<file path="src/rtl/add_unit_pkg.sv">
// Shared types and elaboration helpers for the chunked add/subtract unit.
package add_unit_pkg;

   typedef enum logic [1:0] {
      ST_IDLE = 2'd0,
      ST_BUSY = 2'd1,
      ST_DONE = 2'd2
   } state_e;

   // Number of CHUNK-wide slices in a WIDTH-wide operand.
   function automatic int num_chunks(input int width, input int chunk);
      return width / chunk;
   endfunction

   // Counter width able to index every chunk; never narrower than one bit.
   function automatic int cnt_width(input int n);
      return (n <= 1) ? 1 : $clog2(n);
   endfunction

   // True when the operand width splits evenly into whole chunks.
   function automatic bit chunk_fits(input int width, input int chunk);
      return (chunk > 0) && (width >= chunk) && ((width % chunk) == 0);
   endfunction

endpackage

</file>
<file path="src/rtl/add_chunk.sv">
// Combinational CHUNK-bit adder slice: sum and carry-out of a + b + cin.
module add_chunk #(
   parameter int CHUNK = 4
) (
   input  logic [CHUNK-1:0] a,
   input  logic [CHUNK-1:0] b,
   input  logic             cin,
   output logic [CHUNK-1:0] sum,
   output logic             cout
);

   // One extra bit on every term captures the carry out of the slice.
   always_comb begin
      {cout, sum} = {1'b0, a} + {1'b0, b} + {{CHUNK{1'b0}}, cin};
   end

endmodule

</file>
<file path="src/rtl/multicycle_add_unit.sv">
// Sequential add/subtract unit: one CHUNK-bit slice per clock through a
// registered carry, behind valid/ready handshakes on both sides.
module multicycle_add_unit
   import add_unit_pkg::*;
#(
   parameter int WIDTH = 16,
   parameter int CHUNK = 4
) (
   input  logic             clk,
   input  logic             rst_n,
   input  logic             in_valid,
   output logic             in_ready,
   input  logic [WIDTH-1:0] A,
   input  logic [WIDTH-1:0] B,
   input  logic             c_in,
   input  logic             sign,
   input  logic             sub,
   output logic             out_valid,
   input  logic             out_ready,
   output logic [WIDTH-1:0] out,
   output logic             c_out,
   output logic             OF,
   output logic             zero
);

   localparam int NCHUNK = num_chunks(WIDTH, CHUNK);
   localparam int CW     = cnt_width(NCHUNK);
   localparam logic [CW-1:0] LAST = CW'(NCHUNK - 1);

   if (!chunk_fits(WIDTH, CHUNK)) begin : g_bad_cfg
      $error("multicycle_add_unit: WIDTH must be a non-zero multiple of CHUNK");
   end

   state_e            state_q, state_d;
   logic [CW-1:0]     cnt_q, cnt_d;
   logic [WIDTH-1:0]  a_q, a_d;
   logic [WIDTH-1:0]  b_q, b_d;        // B already inverted for subtract
   logic              carry_q, carry_d;
   logic              sign_q, sign_d;
   logic              sub_q, sub_d;
   logic [WIDTH-1:0]  sum_q, sum_d;    // working result, filled chunk by chunk
   logic [WIDTH-1:0]  out_q, out_d;    // published result, only moves on completion
   logic              c_out_q, c_out_d;
   logic              of_q, of_d;
   logic              zero_q, zero_d;

   logic [CHUNK-1:0]  a_chunk, b_chunk, chunk_sum;
   logic              chunk_cout;
   logic [WIDTH-1:0]  full_sum;

   // Select the operand slices addressed by the chunk counter.
   always_comb begin
      a_chunk = a_q[int'(cnt_q)*CHUNK +: CHUNK];
      b_chunk = b_q[int'(cnt_q)*CHUNK +: CHUNK];
   end

   add_chunk #(.CHUNK(CHUNK)) u_chunk (
      .a    (a_chunk),
      .b    (b_chunk),
      .cin  (carry_q),
      .sum  (chunk_sum),
      .cout (chunk_cout)
   );

   // Working result with the current slice merged in.
   always_comb begin
      full_sum = sum_q;
      full_sum[int'(cnt_q)*CHUNK +: CHUNK] = chunk_sum;
   end

   // Next-state and datapath update for the IDLE/BUSY/DONE sequence.
   always_comb begin
      // NOTE: every _d defaults to its _q so no path through the case leaves a
      // signal unassigned; without this the tool infers latches.
      state_d = state_q;
      cnt_d   = cnt_q;
      a_d     = a_q;
      b_d     = b_q;
      carry_d = carry_q;
      sign_d  = sign_q;
      sub_d   = sub_q;
      sum_d   = sum_q;
      out_d   = out_q;
      c_out_d = c_out_q;
      of_d    = of_q;
      zero_d  = zero_q;
      case (state_q)
         ST_IDLE: begin
            if (in_valid) begin
               a_d     = A;
               b_d     = sub ? ~B : B;
               carry_d = c_in ^ sub;
               sign_d  = sign;
               sub_d   = sub;
               cnt_d   = '0;
               sum_d   = '0;
               state_d = ST_BUSY;
            end
         end
         ST_BUSY: begin
            sum_d   = full_sum;
            carry_d = chunk_cout;
            if (cnt_q == LAST) begin
               cnt_d   = '0;
               state_d = ST_DONE;
               out_d   = full_sum;
               c_out_d = chunk_cout;
               zero_d  = (full_sum == '0);
               of_d    = sign_q ? (~(a_q[WIDTH-1] ^ b_q[WIDTH-1]) & (full_sum[WIDTH-1] ^ a_q[WIDTH-1]))
                                : (chunk_cout ^ sub_q);
            end else begin
               cnt_d = cnt_q + CW'(1);
            end
         end
         ST_DONE: begin
            if (out_ready) state_d = ST_IDLE;
         end
         default: state_d = ST_IDLE;
      endcase
   end

   // State and datapath registers; an async reset aborts any operation.
   always_ff @(posedge clk or negedge rst_n) begin
      if (!rst_n) begin
         // NOTE: the datapath registers are reset along with the FSM so an
         // aborted operation leaves nothing visible on the outputs.
         state_q <= ST_IDLE;
         cnt_q   <= '0;
         a_q     <= '0;
         b_q     <= '0;
         carry_q <= 1'b0;
         sign_q  <= 1'b0;
         sub_q   <= 1'b0;
         sum_q   <= '0;
         out_q   <= '0;
         c_out_q <= 1'b0;
         of_q    <= 1'b0;
         zero_q  <= 1'b0;
      end else begin
         // NOTE: non-blocking assignments so every register samples the values
         // from before this edge, independent of statement order.
         state_q <= state_d;
         cnt_q   <= cnt_d;
         a_q     <= a_d;
         b_q     <= b_d;
         carry_q <= carry_d;
         sign_q  <= sign_d;
         sub_q   <= sub_d;
         sum_q   <= sum_d;
         out_q   <= out_d;
         c_out_q <= c_out_d;
         of_q    <= of_d;
         zero_q  <= zero_d;
      end
   end

   assign in_ready  = (state_q == ST_IDLE);
   assign out_valid = (state_q == ST_DONE);
   assign out       = out_q;
   assign c_out     = c_out_q;
   assign OF        = of_q;
   assign zero      = zero_q;

endmodule

</file>
<file path="config.mk">
export PLATFORM = sky130hd
export DESIGN_NAME = multicycle_add_unit
export DESIGN_NICKNAME = d
export VERILOG_FILES = /design/src/rtl/add_unit_pkg.sv /design/src/rtl/add_chunk.sv /design/src/rtl/multicycle_add_unit.sv
export SDC_FILE = /design/constraint.sdc
export NUM_CORES = 1
export LEC_CHECK = 0
export ABC_AREA = 1
export BUFFER_PORTS_ARGS = -buffer_cell sky130_fd_sc_hd__buf_2
export CORE_UTILIZATION = 30
export DETAILED_ROUTE_END_ITERATION = 7
export SLEW_MARGIN = 20
export SYNTH_ARGS = -nofsm -noshare
export SYNTH_HDL_FRONTEND = slang
export SYNTH_SLANG_ARGS = --single-unit
</file>
<file path="constraint.sdc">
create_clock -name clk -period 4.1 [get_ports clk]
set_input_delay 0.615 -clock clk [delete_from_list [all_inputs] [get_ports clk]]
set_output_delay 0.615 -clock clk [all_outputs]
set_load 0.01 [all_outputs]
</file>
# Yosys cells after proc, flatten, opt, wreduce, memory -nomap -nowiden
# Index checks and enable logic that the tools add are counted.
dict set report op_classes {
  n_addsub 4
  eq_ne 6
  shift 4
  muxes 14
  bitwise 7
  reduce_logical 7
}
# operator n
set op_table {}
lappend op_table {{negation 4 -> 33 bit} 1}
lappend op_table {{variable shift 4 x 33 -> 16 bit (first input constant)} 1}
lappend op_table {{variable part select 4 x 33 -> 16 bit} 1}
lappend op_table {{2-to-1 mux 16 bit} 2}
lappend op_table {{one-hot mux 16 bit (2 select lines)} 1}
lappend op_table {{variable part select 16 x 5 -> 4 bit} 2}
lappend op_table {{bitwise mux 16 bit} 1}
lappend op_table {{logical NOT 16 bit} 1}
lappend op_table {{inverter 16 bit} 1}
lappend op_table {{2-to-1 mux 2 bit} 5}
lappend op_table {{one-hot mux 2 bit (3 select lines)} 1}
lappend op_table {{AND reduction 2 bit} 3}
lappend op_table {{adder 4 x 4 -> 5 bit} 1}
lappend op_table {{adder 5 x 1 -> 5 bit} 1}
lappend op_table {{equality test 2 bit (second input constant)} 2}
lappend op_table {{!= test 2 bit (second input constant)} 2}
lappend op_table {{one-hot mux 2 bit (2 select lines)} 1}
lappend op_table {{bitwise XOR 1 bit} 4}
lappend op_table {{AND reduction 3 bit} 1}
lappend op_table {{adder 2 x 1 -> 2 bit (second input constant)} 1}
lappend op_table {{equality test 2 x 1 -> 1 bit (second input constant)} 1}
lappend op_table {{logical NOT 2 bit} 1}
lappend op_table {{2-to-1 mux 1 bit} 2}
lappend op_table {{!= test 2 x 1 -> 1 bit (second input constant)} 1}
lappend op_table {{4 further kinds} 4}
dict set report word_totals {
  register_bits 74
  inputBits 39
  out_inout_bits 21
  wordCells 54
}

# Longest topological paths before layout
# Gate-level depths: netlist (run 1).
dict set report depth {
  word_depth 8
  ltp_mapped 19
  depth_no_buf 17
}

# Modules after synthesis
# From an unflattened synthesis (run 1), not the netlist that was laid out.
dict set report hier_totals {
  hier_cells 460
  hier_area_um2 3786.1
}
# module instances cells_each area_per_inst_um2 seq_area_each_um2
set by_module_without_submodules {}
lappend by_module_without_submodules {multicycle_add_unit 1 435 3621.0 1851.8}
lappend by_module_without_submodules {add_chunk 1 25 165.2 0.0}

# Least setup slack after synthesis (run 1)
# No wires, ideal clock.
dict set report synth_timing {
  kind {register to register}
  start {register cnt_q[0]}
  end {register zero_q (netlist: zero)}
  setup_ps 118
  arrival_time_ps 2543
  t_required_ps 3982
  slack_ps 1440
  stages_incl_launch_ff 19
  n_path_buf 2
  synth_period_minus_slack_ps 2660
  path_cell_list {dfrtp_1 -> buf_6 -> inv_1 -> buf_2 -> o21ai_0 -> o22ai_1 -> fa_1 -> inv_1 -> fa_1 -> nor2_1 -> nand2_1 -> nor2_1 -> a21oi_2 -> nand3_1 -> nor2_1 -> nand2_1 -> nor2_1 -> nand3_1 -> nand2_1}
}
dict set report synth_between {
  elab_chain_cells 6
  elab_cells_between_ends 11
  classes_between {add/sub (3); eq/ne (1); shift (4); mux (1); reduce/logical (2)}
}
# item line_no
set synth_lines {}
lappend synth_lines {{from (decl)} multicycle_add_unit.sv:35} ;# logic [CW-1:0] cnt_q, cnt_d;
lappend synth_lines {{from (signal assigned)} multicycle_add_unit.sv:143} ;# cnt_q <= cnt_d;
lappend synth_lines {{variable part select 16 x 5 -> 4 bit (on tied branches)} {multicycle_add_unit.sv:53, multicycle_add_unit.sv:54}}
lappend synth_lines {{adder 4 x 4 -> 5 bit} add_chunk.sv:14} ;# {cout, sum} = {1'b0, a} + {1'b0, b} + {{CHUNK{1'b0}}, cin};
lappend synth_lines {{adder 5 x 1 -> 5 bit} add_chunk.sv:14}
lappend synth_lines {{variable part select 4 x 33 -> 16 bit} multicycle_add_unit.sv:68} ;# full_sum[int'(cnt_q)*CHUNK +: CHUNK] = chunk_sum;
lappend synth_lines {{bitwise mux 16 bit} multicycle_add_unit.sv:68}
lappend synth_lines {{logical NOT 16 bit} multicycle_add_unit.sv:108} ;# zero_d = (full_sum == '0);
lappend synth_lines {{to (signal assigned)} multicycle_add_unit.sv:153} ;# zero_q <= zero_d;
lappend synth_lines {{to (decl)} multicycle_add_unit.sv:45} ;# logic zero_q, zero_d;
# Parallel ways exist; a longest one is shown, timed or not.
# A chain may end at the register's enable or synchronous reset.

# Worst setup path after layout (run 1)
# Same ends and word-level chain as after synthesis.

==> results.sh, run 1 <==
export IMPL_route_detailed_wl_per_inst_um=13.1
export IMPL_finalCoreUtilization_pct=36.7
export IMPL_die_y_um=113
export IMPL_grt_first_pass_wirelength_um=14100
export IMPL_ant_nets=0
export IMPL_timing_final_crit_share_pct=74.6
export IMPL_finalCriticalPeriod_ns=3.06
export IMPL_slew_hr_pct=42.1
export IMPL_path_delay_family="adder cells"
export IMPL_clk_path_buf_depth=2
export IMPL_cts_setup_buffers=0
export IMPL_finalWirelength_um=8480
export IMPL_critical_path_startpoint_type="flop"
export IMPL_final_hold_viol_count=0
export IMPL_max_vdd_ir_drop_v=0.000317
export IMPL_detailedRoute_firstPassIterationCount=4
export IMPL_totalNegativeSetupSlack_ns=0
export IMPL_timing_rr_end="zero$_DFFE_PN0P_"
export IMPL_unrepaired_setup_endpoints_after_global_routing="false"
export IMPL_drt_drc_violations_left=0
export IMPL_cts_hold_fix_buffers=0
export IMPL_gr_usage_all_layers_pct=14.2
export IMPL_max_cap_viol=0
export IMPL_overflow=0
export IMPL_layout_drive_gt1_share_pct=16.5
export IMPL_insertion_delay_ns=0.34
export IMPL_synthesis_nets=495
export IMPL_detailedRoute_firstIterationViolations=164
export IMPL_worst_path_max_fanout=31
export IMPL_startpoint_to_endpoint_class_of_the_critical_path="reg2reg"
export IMPL_power_density_cell_area_nw_per_um2=869
export IMPL_post_layout_total_power_mw=3.81
export IMPL_mostFrequentLayoutCells="sky130_fd_sc_hd__nand2_1 (138), sky130_fd_sc_hd__dfrtp_1 (74), sky130_fd_sc_hd__buf_2 (59)"
export IMPL_worst_endpoint_required_ns=4.33
export IMPL_cell_chain_of_the_critical_path="buf_4 -> inv_1 -> o21ai_0 -> o22ai_1 -> fa_1 -> inv_1 -> fa_1 -> nor2_1 -> nand2_1 -> nor2_1 -> a21oi_2 -> nand3_1 -> nor2_1 -> nand2_1 -> nor2_1 -> nand3_1 -> nand2_1"
export IMPL_cts_htree_levels=3
export IMPL_setup_reg_to_reg_worst_slack_ns=1.04
export IMPL_critical_path_buffer_and_inverter_count=3
export IMPL_finish_net_count=549
export IMPL_critical_path_max_stage_delay_ns=0.43
export IMPL_reg2reg_from="cnt_q[0]$_DFFE_PN0P_"
export IMPL_dieWidth_um=113
export IMPL_tritoncts_num_sinks=74
export IMPL_setup_violations=0
export IMPL_detailroute_via_count=3015
export IMPL_yosysSeqAreaShare_pct=50.4
export IMPL_clkTransAtPathRegs_ns=0.05
export IMPL_final_area_um2=4390
export IMPL_cts_root_buffer="sky130_fd_sc_hd__clkbuf_16"
export IMPL_starting_density_pct=30.7
export IMPL_timing_hold_ws_ns=0.380
export IMPL_cellLeakagePower_nw=2.21
export IMPL_post_synth_inst_count=445
export IMPL_slowest_stage="sky130_fd_sc_hd__fa_1"
export IMPL_timing_worst_slew_pin_value_ns=0.867
export IMPL_layout_commonest_cell="sky130_fd_sc_hd__nand2_1"
export IMPL_pin_count_of_the_biggest_net_entering_global_routing=51
export IMPL_tritoncts="done"
export IMPL_core_region_area_um2=12000
export IMPL_max_freq_ghz=0.327
export IMPL_finalWeightedCongestion=0.870
export IMPL_avgViaCountPerCell=4.64
export IMPL_run_status="completed"
export IMPL_timing_reg2reg_worst_path_depth=17
export IMPL_final_max_slew_viol_count=0
export IMPL_synth_seq_cells=74
export IMPL_synth_distinct_cells=32
export IMPL_hpwlAfterDp_um=6210
export IMPL_area_growth_syn_to_layout_pct=19.4
export IMPL_cts_resized=0
export IMPL_worst_setup_path_end_kind="flop"
export IMPL_io_pins=60
export IMPL_synth_area_per_cell_um2=8.26
export IMPL_path_common_cell="sky130_fd_sc_hd__nor2_1"
export IMPL_cell_area_after_technology_mapping_um2=3670
export IMPL_worstHoldPathType="in2async"
export IMPL_design_die_area_um2=12700
export IMPL_maximum_clock_skew_at_final_layout_ns=0.00408
export IMPL_floorplan_rows=40
export IMPL_cp_arrival_ns=3.29
export IMPL_numCtsBuffers=9
export IMPL_postPlaceCellArea_um2=4080
export IMPL_via_count_of_the_first_global_routing_pass=2928
export IMPL_io_buffer_count=59
export IMPL_antenna_diode_count=0
export IMPL_ys_warn_count=0
export IMPL_grt_antenna_before_repair=0
-- synth_stat cells (all sizes together) --
cell / instances / share of area, %
a21o: 1 / 0.20
xnor2: 17 / 4.1
nor3: 1 / 0.14
fa: 2 / 1.1
o221ai: 1 / 0.24
a21oi: 9 / 1.3
buf: 10 / 1.7
xor2: 1 / 0.24
o21ai: 57 / 7.8
ha: 9 / 3.1
a31oi: 1 / 0.17
o31ai: 1 / 0.20
nand4: 3 / 0.51
a22o: 1 / 0.24
nand3: 10 / 1.4
nand2: 140 / 14
dfrtp: 74 / 50
o22ai: 16 / 2.7
or2: 2 / 0.34
inv: 46 / 4.7
clkbuf: 9 / 0.92
a22oi: 1 / 0.20
a32oi: 2 / 0.48
o21a: 1 / 0.20
nor2: 30 / 3.3
-- worst max path at each step --
stage                    startpoint          endpoint  slack (ns)  cells past startpoint
4_1_cts        cnt_q[0]$_DFFE_PN0P_  zero$_DFFE_PN0P_        1.04                     17
6_report       cnt_q[0]$_DFFE_PN0P_  zero$_DFFE_PN0P_        1.04                     17
3_5_place_dp   cnt_q[0]$_DFFE_PN0P_  zero$_DFFE_PN0P_        1.04                     17
2_1_floorplan  cnt_q[0]$_DFFE_PN0P_  zero$_DFFE_PN0P_        1.44                     18
5_1_grt        cnt_q[0]$_DFFE_PN0P_  zero$_DFFE_PN0P_        0.70                     18
3_3_place_gp   cnt_q[0]$_DFFE_PN0P_  zero$_DFFE_PN0P_        1.14                     17
-- worst reg2reg max path, cell delays in order, from the launching register on --
cell,delay (ns)
sky130_fd_sc_hd__dfrtp_1,0.32
sky130_fd_sc_hd__buf_4,0.27
sky130_fd_sc_hd__inv_1,0.31
sky130_fd_sc_hd__o21ai_0,0.25
sky130_fd_sc_hd__o22ai_1,0.11
sky130_fd_sc_hd__fa_1,0.41
sky130_fd_sc_hd__inv_1,0.08
sky130_fd_sc_hd__fa_1,0.43
sky130_fd_sc_hd__nor2_1,0.14
sky130_fd_sc_hd__nand2_1,0.10
sky130_fd_sc_hd__nor2_1,0.13
sky130_fd_sc_hd__a21oi_2,0.06
sky130_fd_sc_hd__nand3_1,0.09
sky130_fd_sc_hd__nor2_1,0.04
sky130_fd_sc_hd__nand2_1,0.06
sky130_fd_sc_hd__nor2_1,0.04
sky130_fd_sc_hd__nand3_1,0.06
sky130_fd_sc_hd__nand2_1,0.05
-- per-stage QoR --
step / setup WS (ns) / cells
6_report: 1.04 / 650
5_1_grt: 0.698 / 650
4_1_cts: 1.04 / 650
3_5_place_dp: 1.04 / 635
3_3_place_gp: 1.14 / 635
2_1_floorplan: 1.44 / 445
-- power breakdown --
part	leakage, nW	switching [mW]	internal (mW)
clock	0.152	0.288	0.516
sequential	0.961	0.198	1.06
combinational	1.09	1.14	0.618
-- layout make-up --
| type | instances | area, um^2 |
|---|---|---|
| Fill cell | 1241 | 7570 |
| Sequential cell | 74 | 1850 |
| Multi-Input combinational cell | 306 | 1560 |
| Timing Repair Buffer | 62 | 318 |
| Clock buffer | 13 | 270 |
| Tap cell | 147 | 184 |
| Inverter | 46 | 173 |
| Clock inverter | 2 | 35.0 |
-- sequential cells by signal (all words and copies together), names as in the netlist --
signal   cells
OF           1
a_q         16
b_q         16
c_out        1
carry_q      1
cnt_q        2
out         16
sign_q       1
state_q      2
sub_q        1
sum_q       16
zero         1
-- routing by layer --
| layer | up-vias | GRT usage [%] | part of all wire (%) |
|---|---|---|---|
| met5 | - | 0 | 0 |
| met4 | 0 | 5.87 | 2.1 |
| met3 | 15 | 3.35 | 4.3 |
| met2 | 72 | 22.8 | 46 |
| met1 | 1399 | 18.4 | 47 |
| li1 | 1529 | - | - |
-- cell families (layout without fill, tap and decap cells) --
logic type,after synthesis,after routing,share of synthesized area (%)
simple gates,186,186,20.1
compound gates,91,91,13.8
flops,74,74,50.4
buf+inv,65,123,7.29
xor+xnor,18,18,4.29
fa+ha+maj,11,11,4.15
Power figures use the tool's default switching activity.
==> inputs of run 2 (changes only) <==
- clock period: 4.1 -> 2.85 ns (I/O delays scaled with it)
==> run 2 against run 1 <==
Sequential power grew 44%; maximum frequency grew 16%; wire length grew 4.3%; die area is the same; non-clock buffer count grew 14; largest power group unchanged; worst hold slack lost 0.19 ns; via count grew 2.1%.
==> results.sh, run 2 (synthesized netlist as in run 1, its figures left out) <==
export IMPL_detailedRoute_firstPassIterationCount=5
export IMPL_seqPwrFrac_pct=31.0
export IMPL_cp_arrival_ns=2.87
export IMPL_finalWirelength_um=8850
export IMPL_critical_path_startpoint_type="flop"
export IMPL_floorplan_rows=40
export IMPL_design_die_area_um2=12700
export IMPL_timing_reg2reg_worst_path_depth=14
export IMPL_max_cap_viol=0
export IMPL_maximum_clock_skew_at_final_layout_ns=0.00444
export IMPL_totalNegativeSetupSlack_ns=0
export IMPL_swShare_pct=42.6
export IMPL_route_detailed_wl_per_inst_um=13.3
export IMPL_die_y_um=113
export IMPL_insertion_delay_ns=0.34
export IMPL_worstHoldPathType="in2async"
export IMPL_antenna_diode_count=0
export IMPL_cts_hold_fix_buffers=0
export IMPL_setup_reg_to_reg_worst_slack_ns=0.21
export IMPL_place_inst=644
export IMPL_core_region_area_um2=12000
export IMPL_timing_worst_slew_pin_value_ns=0.844
export IMPL_postPlaceCellArea_um2=4160
export IMPL_max_freq_ghz=0.379
export IMPL_unrepaired_setup_endpoints_after_global_routing="false"
export IMPL_starting_density_pct=30.7
export IMPL_mostFrequentLayoutCells="sky130_fd_sc_hd__nand2_1 (138), sky130_fd_sc_hd__dfrtp_1 (73), sky130_fd_sc_hd__buf_2 (59)"
export IMPL_hpwlAfterDp_um=6470
export IMPL_reg2reg_from="cnt_q[0]$_DFFE_PN0P_"
export IMPL_p_int_mw=3.34
export IMPL_detailroute_via_count=3078
export IMPL_clkTransAtPathRegs_ns=0.06
export IMPL_dieWidth_um=113
export IMPL_worst_endpoint_required_ns=3.08
export IMPL_final_fill_count=1222
export IMPL_ant_nets=0
export IMPL_layout_commonest_cell="sky130_fd_sc_hd__nand2_1"
export IMPL_layout_drive_gt1_share_pct=20.6
export IMPL_numCtsBuffers=9
export IMPL_timing_hold_ws_ns=0.187
export IMPL_finalWeightedCongestion=0.884
export IMPL_run_status="completed"
export IMPL_final_area_um2=4550
export IMPL_timing_rr_end="zero$_DFFE_PN0P_"
export IMPL_grt_busiest_layer="met2"
export IMPL_gr_usage_all_layers_pct=14.8
export IMPL_grt_first_pass_wirelength_um=14800
export IMPL_use_met1_pct=19.2
export IMPL_cts_htree_levels=3
export IMPL_overflow=0
export IMPL_avgViaCountPerCell=4.62
export IMPL_netSwitchingPower_mw=2.48
export IMPL_power_frac_comb_pct=48.0
export IMPL_setup_violations=0
export IMPL_tritoncts_num_sinks=74
export IMPL_final_max_slew_viol_count=0
export IMPL_post_layout_total_power_mw=5.82
export IMPL_cts_root_buffer="sky130_fd_sc_hd__clkbuf_16"
export IMPL_finish_net_count=564
export IMPL_worst_path_max_fanout=18
export IMPL_timing_final_crit_share_pct=92.6
export IMPL_slew_hr_pct=43.7
export IMPL_layoutNonFillerInstCount=666
export IMPL_finalCriticalPeriod_ns=2.64
export IMPL_via_count_of_the_first_global_routing_pass=3073
export IMPL_cellLeakagePower_nw=2.28
export IMPL_io_buffer_count=59
export IMPL_grt_util_met3_pct=3.29
export IMPL_final_hold_viol_count=0
export IMPL_worst_setup_path_end_kind="flop"
export IMPL_max_vdd_ir_drop_v=0.000438
export IMPL_met2_usage_pct=24.4
export IMPL_io_pins=60
export IMPL_detailedRoute_firstIterationViolations=153
export IMPL_grt_antenna_before_repair=0
export IMPL_clock_power_share_pct=21.0
export IMPL_drt_drc_violations_left=0
export IMPL_clk_path_buf_depth=2
export IMPL_tritoncts="done"
export IMPL_startpoint_to_endpoint_class_of_the_critical_path="reg2reg"
export IMPL_pin_count_of_the_biggest_net_entering_global_routing=51
export IMPL_power_density_cell_area_nw_per_um2=1280
export IMPL_area_growth_syn_to_layout_pct=23.9
[run 2: power by group through the flow]
stage          clock network [mW]  logic, mW  registers, mW
6_report                     1.22       2.79           1.80
5_1_grt                      1.29       3.14           1.86
4_1_cts                      1.24       2.68           1.80
3_5_place_dp                    0       2.67           1.81
3_3_place_gp                    0       2.63           1.80
2_1_floorplan                   0       1.86           1.78
[run 2: metal layers]
| metal | routed length [um] | vias up |
|---|---|---|
| met2 | 4150 | 71 |
| met4 | 131 | 0 |
| met5 | 0 | - |
| met3 | 322 | 12 |
| li1 | - | 1565 |
| met1 | 4250 | 1430 |
[run 2: critical path: stages (launching register included)]
cell	delay (ns)
sky130_fd_sc_hd__dfrtp_2	0.44
sky130_fd_sc_hd__buf_6	0.17
sky130_fd_sc_hd__o21ai_0	0.18
sky130_fd_sc_hd__o22ai_1	0.12
sky130_fd_sc_hd__fa_1	0.39
sky130_fd_sc_hd__inv_1	0.10
sky130_fd_sc_hd__fa_1	0.45
sky130_fd_sc_hd__nor2_2	0.12
sky130_fd_sc_hd__nand2_1	0.09
sky130_fd_sc_hd__o22ai_1	0.17
sky130_fd_sc_hd__nor2_1	0.06
sky130_fd_sc_hd__nand3_1	0.09
sky130_fd_sc_hd__nor2_1	0.04
sky130_fd_sc_hd__nand3_1	0.06
sky130_fd_sc_hd__nand2_1	0.06
[run 2: worst max-delay path by stage]
stage / startpoint / endpoint / slack, ns / cells past startpoint
2_1_floorplan: cnt_q[0]$_DFFE_PN0P_ / zero$_DFFE_PN0P_ / 0.19 / 18
3_3_place_gp: cnt_q[0]$_DFFE_PN0P_ / zero$_DFFE_PN0P_ / 0.25 / 16
3_5_place_dp: cnt_q[0]$_DFFE_PN0P_ / zero$_DFFE_PN0P_ / 0.16 / 16
4_1_cts: cnt_q[0]$_DFFE_PN0P_ / zero$_DFFE_PN0P_ / 0.16 / 16
5_1_grt: cnt_q[0]$_DFFE_PN0P_ / zero$_DFFE_PN0P_ / 0.003 / 16
6_report: cnt_q[0]$_DFFE_PN0P_ / zero$_DFFE_PN0P_ / 0.21 / 14
[run 2: cell type report]
class	instances	area (um^2)	share of cell area, %
multi-input combinational	306	1580	34.6
timing repair buffer	76	439	9.65
tap	147	184	4.04
clock buffer	10	229	5.03
timing repair inverter	1	5.00	0.110
sequential	74	1850	40.7
clock inverter	6	91.3	2.01
inverter	46	176	3.87
[run 2: what timing repair did]
action / 4_1_cts / 5_1_grt
setup buffers: 0 / 5
gates resized for setup: 0 / 11
hold endpoints to repair: 0 / 0
endpoints found under the setup margin: 0 / 3
[run 2: per-stage QoR]
stage | worst slack (ns) | utilization (%)
floorplan | 0.190 | -
global placement | 0.251 | 34.8
detailed placement | 0.164 | 34.8
CTS | 0.156 | 37.5
global route | 0.00258 | 38.1
finish | 0.210 | 38.1
==> inputs of run 3 (changes only) <==
- ABC_AREA: 1 -> 0
==> run 3 against run 2 <==
Worst hold slack improved by 0.096 ns; largest cell class unchanged; highest routed layer unchanged; global-route usage rose by 0.26 points; total power rose by 0.81%; sequential share of layout area fell by 0.067 points; first-iteration DRC count rose by 14%; synthesized cell count fell by 15%.
==> results.sh, run 3 <==
export IMPL_cell_chain_of_the_critical_path="buf_4 -> mux4_2 -> ha_2 -> nand3_1 -> and3b_1 -> o41a_1 -> and2_1 -> a41o_1"
export IMPL_dieWidth_um=113
export IMPL_unrepaired_setup_endpoints_after_global_routing="false"
export IMPL_cp_arrival_ns=2.91
export IMPL_ant_nets=0
export IMPL_layout_commonest_cell="sky130_fd_sc_hd__nand2_1"
export IMPL_finish_net_count=492
export IMPL_io_buffer_count=59
export IMPL_worst_endpoint_required_ns=3.08
export IMPL_ys_warn_count=0
export IMPL_critical_path_startpoint_type="flop"
export IMPL_run_status="completed"
export IMPL_grt_first_pass_wirelength_um=14900
export IMPL_finalCriticalPeriod_ns=2.68
export IMPL_max_freq_ghz=0.373
export IMPL_antenna_diode_count=0
export IMPL_yosysSeqAreaShare_pct=49.8
export IMPL_pin_count_of_the_biggest_net_entering_global_routing=57
export IMPL_finalWeightedCongestion=0.797
export IMPL_post_synth_inst_count=379
export IMPL_setup_violations=0
export IMPL_die_y_um=113
export IMPL_drt_drc_violations_left=0
export IMPL_post_synth_main_area_contributors="sky130_fd_sc_hd__dfrtp_1 (50%), sky130_fd_sc_hd__nand2_1 (9.5%), sky130_fd_sc_hd__o21ai_0 (5.9%)"
export IMPL_io_pins=60
export IMPL_cts_htree_levels=3
export IMPL_insertion_delay_ns=0.34
export IMPL_tritoncts_num_sinks=74
export IMPL_worstHoldPathType="in2reg"
export IMPL_gr_usage_all_layers_pct=15.1
export IMPL_final_hold_viol_count=0
export IMPL_cell_area_after_technology_mapping_um2=3720
export IMPL_hpwlAfterDp_um=6610
export IMPL_slowest_stage="sky130_fd_sc_hd__mux4_2"
export IMPL_detailroute_via_count=2906
export IMPL_cellLeakagePower_nw=2.16
export IMPL_grt_antenna_before_repair=0
export IMPL_timing_worst_slew_pin_value_ns=0.701
export IMPL_final_max_slew_viol_count=0
export IMPL_route_detailed_wl_per_inst_um=14.3
export IMPL_share_of_synthesized_flip_flops_with_an_asynchronous_set_or_reset_pct=100
export IMPL_layout_drive_gt1_share_pct=23.7
export IMPL_synth_seq_cells=74
export IMPL_layoutNonFillerInstCount=615
export IMPL_detailedRoute_firstIterationViolations=174
export IMPL_critPathLaunch="cnt_q[0]$_DFFE_PN0P_"
export IMPL_floorplan_rows=40
export IMPL_startpoint_to_endpoint_class_of_the_critical_path="reg2reg"
export IMPL_area_growth_syn_to_layout_pct=22.6
export IMPL_avgViaCountPerCell=4.73
export IMPL_numCtsBuffers=9
export IMPL_synth_enable_flop_cells=0
export IMPL_critical_path_max_stage_delay_ns=0.53
export IMPL_worst_setup_path_end_kind="flop"
export IMPL_mostFrequentLayoutCells="sky130_fd_sc_hd__nand2_1 (94), sky130_fd_sc_hd__dfrtp_1 (73), sky130_fd_sc_hd__buf_2 (59)"
export IMPL_detailedRoute_firstPassIterationCount=4
export IMPL_ys_dominant_reg_cell="sky130_fd_sc_hd__dfrtp_1"
export IMPL_timing_final_crit_share_pct=94.1
export IMPL_min_delay_start="A[6]"
export IMPL_yosysTopAreaCell="sky130_fd_sc_hd__dfrtp_1"
export IMPL_tritoncts="done"
export IMPL_overflow=0
export IMPL_totalNegativeSetupSlack_ns=0
export IMPL_maximum_clock_skew_at_final_layout_ns=0.00563
export IMPL_power_density_cell_area_nw_per_um2=1290
export IMPL_worst_path_max_fanout=12
export IMPL_worst_slack_after_detailed_placement_ns=0.0676
export IMPL_synth_distinct_cells=46
export IMPL_via_count_of_the_first_global_routing_pass=2908
export IMPL_post_synth_top_area_fraction_pct=49.8
export IMPL_slew_hr_pct=53.2
export IMPL_max_cap_viol=0
export IMPL_design_die_area_um2=12800
export IMPL_synth_area_per_cell_um2=9.81
export IMPL_reg2reg_from="cnt_q[0]$_DFFE_PN0P_"
export IMPL_synthesis_nets=429
export IMPL_synth_top_cells_by_count="sky130_fd_sc_hd__nand2_1 (94), sky130_fd_sc_hd__dfrtp_1 (74), sky130_fd_sc_hd__o21ai_0 (44), sky130_fd_sc_hd__clkbuf_1 (17), sky130_fd_sc_hd__xnor2_1 (17)"
export IMPL_core_region_area_um2=12100
export IMPL_starting_density_pct=30.8
export IMPL_place_inst=597
export IMPL_max_vdd_ir_drop_v=0.000423
export IMPL_clk_path_buf_depth=2
export IMPL_most_numerous_cell_in_the_yosys_netlist="sky130_fd_sc_hd__nand2_1"
export IMPL_timing_final_ws_setup_ns=0.169
export IMPL_cts_root_buffer="sky130_fd_sc_hd__clkbuf_16"
export IMPL_finalWirelength_um=8800
export IMPL_post_layout_total_power_mw=5.87
export IMPL_clkTransAtPathRegs_ns=0.06
==> run 3: where the power goes <==
part	internal [mW]	switching (mW)	leakage [nW]
combinational	1.26	1.68	1.04
sequential	1.49	0.301	0.965
clock	0.725	0.411	0.147
==> run 3: area by class of cell <==
cell class | count | area, um^2
clock buffer | 14 | 264
clock inverter | 2 | 35.0
fill | 1219 | 7500
inverter | 10 | 37.5
multi-input combinational | 272 | 1740
sequential | 74 | 1850
tap | 168 | 210
timing repair buffer | 75 | 418
==> run 3: cells by family after synthesis <==
| group | after synthesis | synth area share (%) |
|---|---|---|
| compound gates | 91 | 15.3 |
| xor+xnor | 19 | 4.47 |
| fa+ha+maj | 11 | 4.10 |
| buf+inv | 33 | 3.67 |
| flops | 74 | 49.8 |
| mux | 8 | 4.84 |
| simple gates | 143 | 17.9 |
==> run 3: per-stage QoR <==
step	hold WS, ns	area (um^2)	utilization [%]
floorplan	0.132	3730	-
global placement	0.218	4230	35.1
detailed placement	0.221	4230	35.1
CTS	0.273	4540	37.7
global route	0.286	4560	37.8
finish	0.282	4560	37.8
==> run 3: per-layer routing <==
layer | vias to the layer above | track usage, % | part of all wire (%)
met5 | - | 0 | 0
met4 | 0 | 4.91 | 1.4
met3 | 11 | 3.96 | 4.8
met2 | 73 | 24.1 | 47
met1 | 1386 | 19.9 | 47
li1 | 1436 | - | -
==> run 3: what timing repair did <==
action	CTS	global route
setup buffers	0	1
hold buffers	1	0
setup endpoints to repair	0	3
gates resized for setup	0	4
hold endpoints to repair	1	0
==> run 3: worst max-delay path, delay by kind of cell, from the launching register on <==
family,cells,cell delay (ns)
adders and majority gates,1,0.40
AOI/OAI and AO/OA,2,0.51
and+or+nand+nor,3,0.54
muxes,1,0.53
DFF,1,0.40
buffers and inverters,1,0.20
==> run 3: path summary, 6_finish.rpt <==
| check | slack (ns) | end | cells past startpoint |
|---|---|---|---|
| min in group asynchronous | 0.41 | out[8]$_DFFE_PN0P_ | 2 |
| max in group asynchronous | 1.69 | a_q[15]$_DFFE_PN0P_ | 4 |
| setup reg to reg | 0.17 | zero$_DFFE_PN0P_ | 8 |
| hold / removal | 0.28 | a_q[6]$_DFFE_PN0P_ | 3 |
| hold reg to reg | 0.47 | out[12]$_DFFE_PN0P_ | 2 |
| setup / recovery | 0.17 | zero$_DFFE_PN0P_ | 8 |
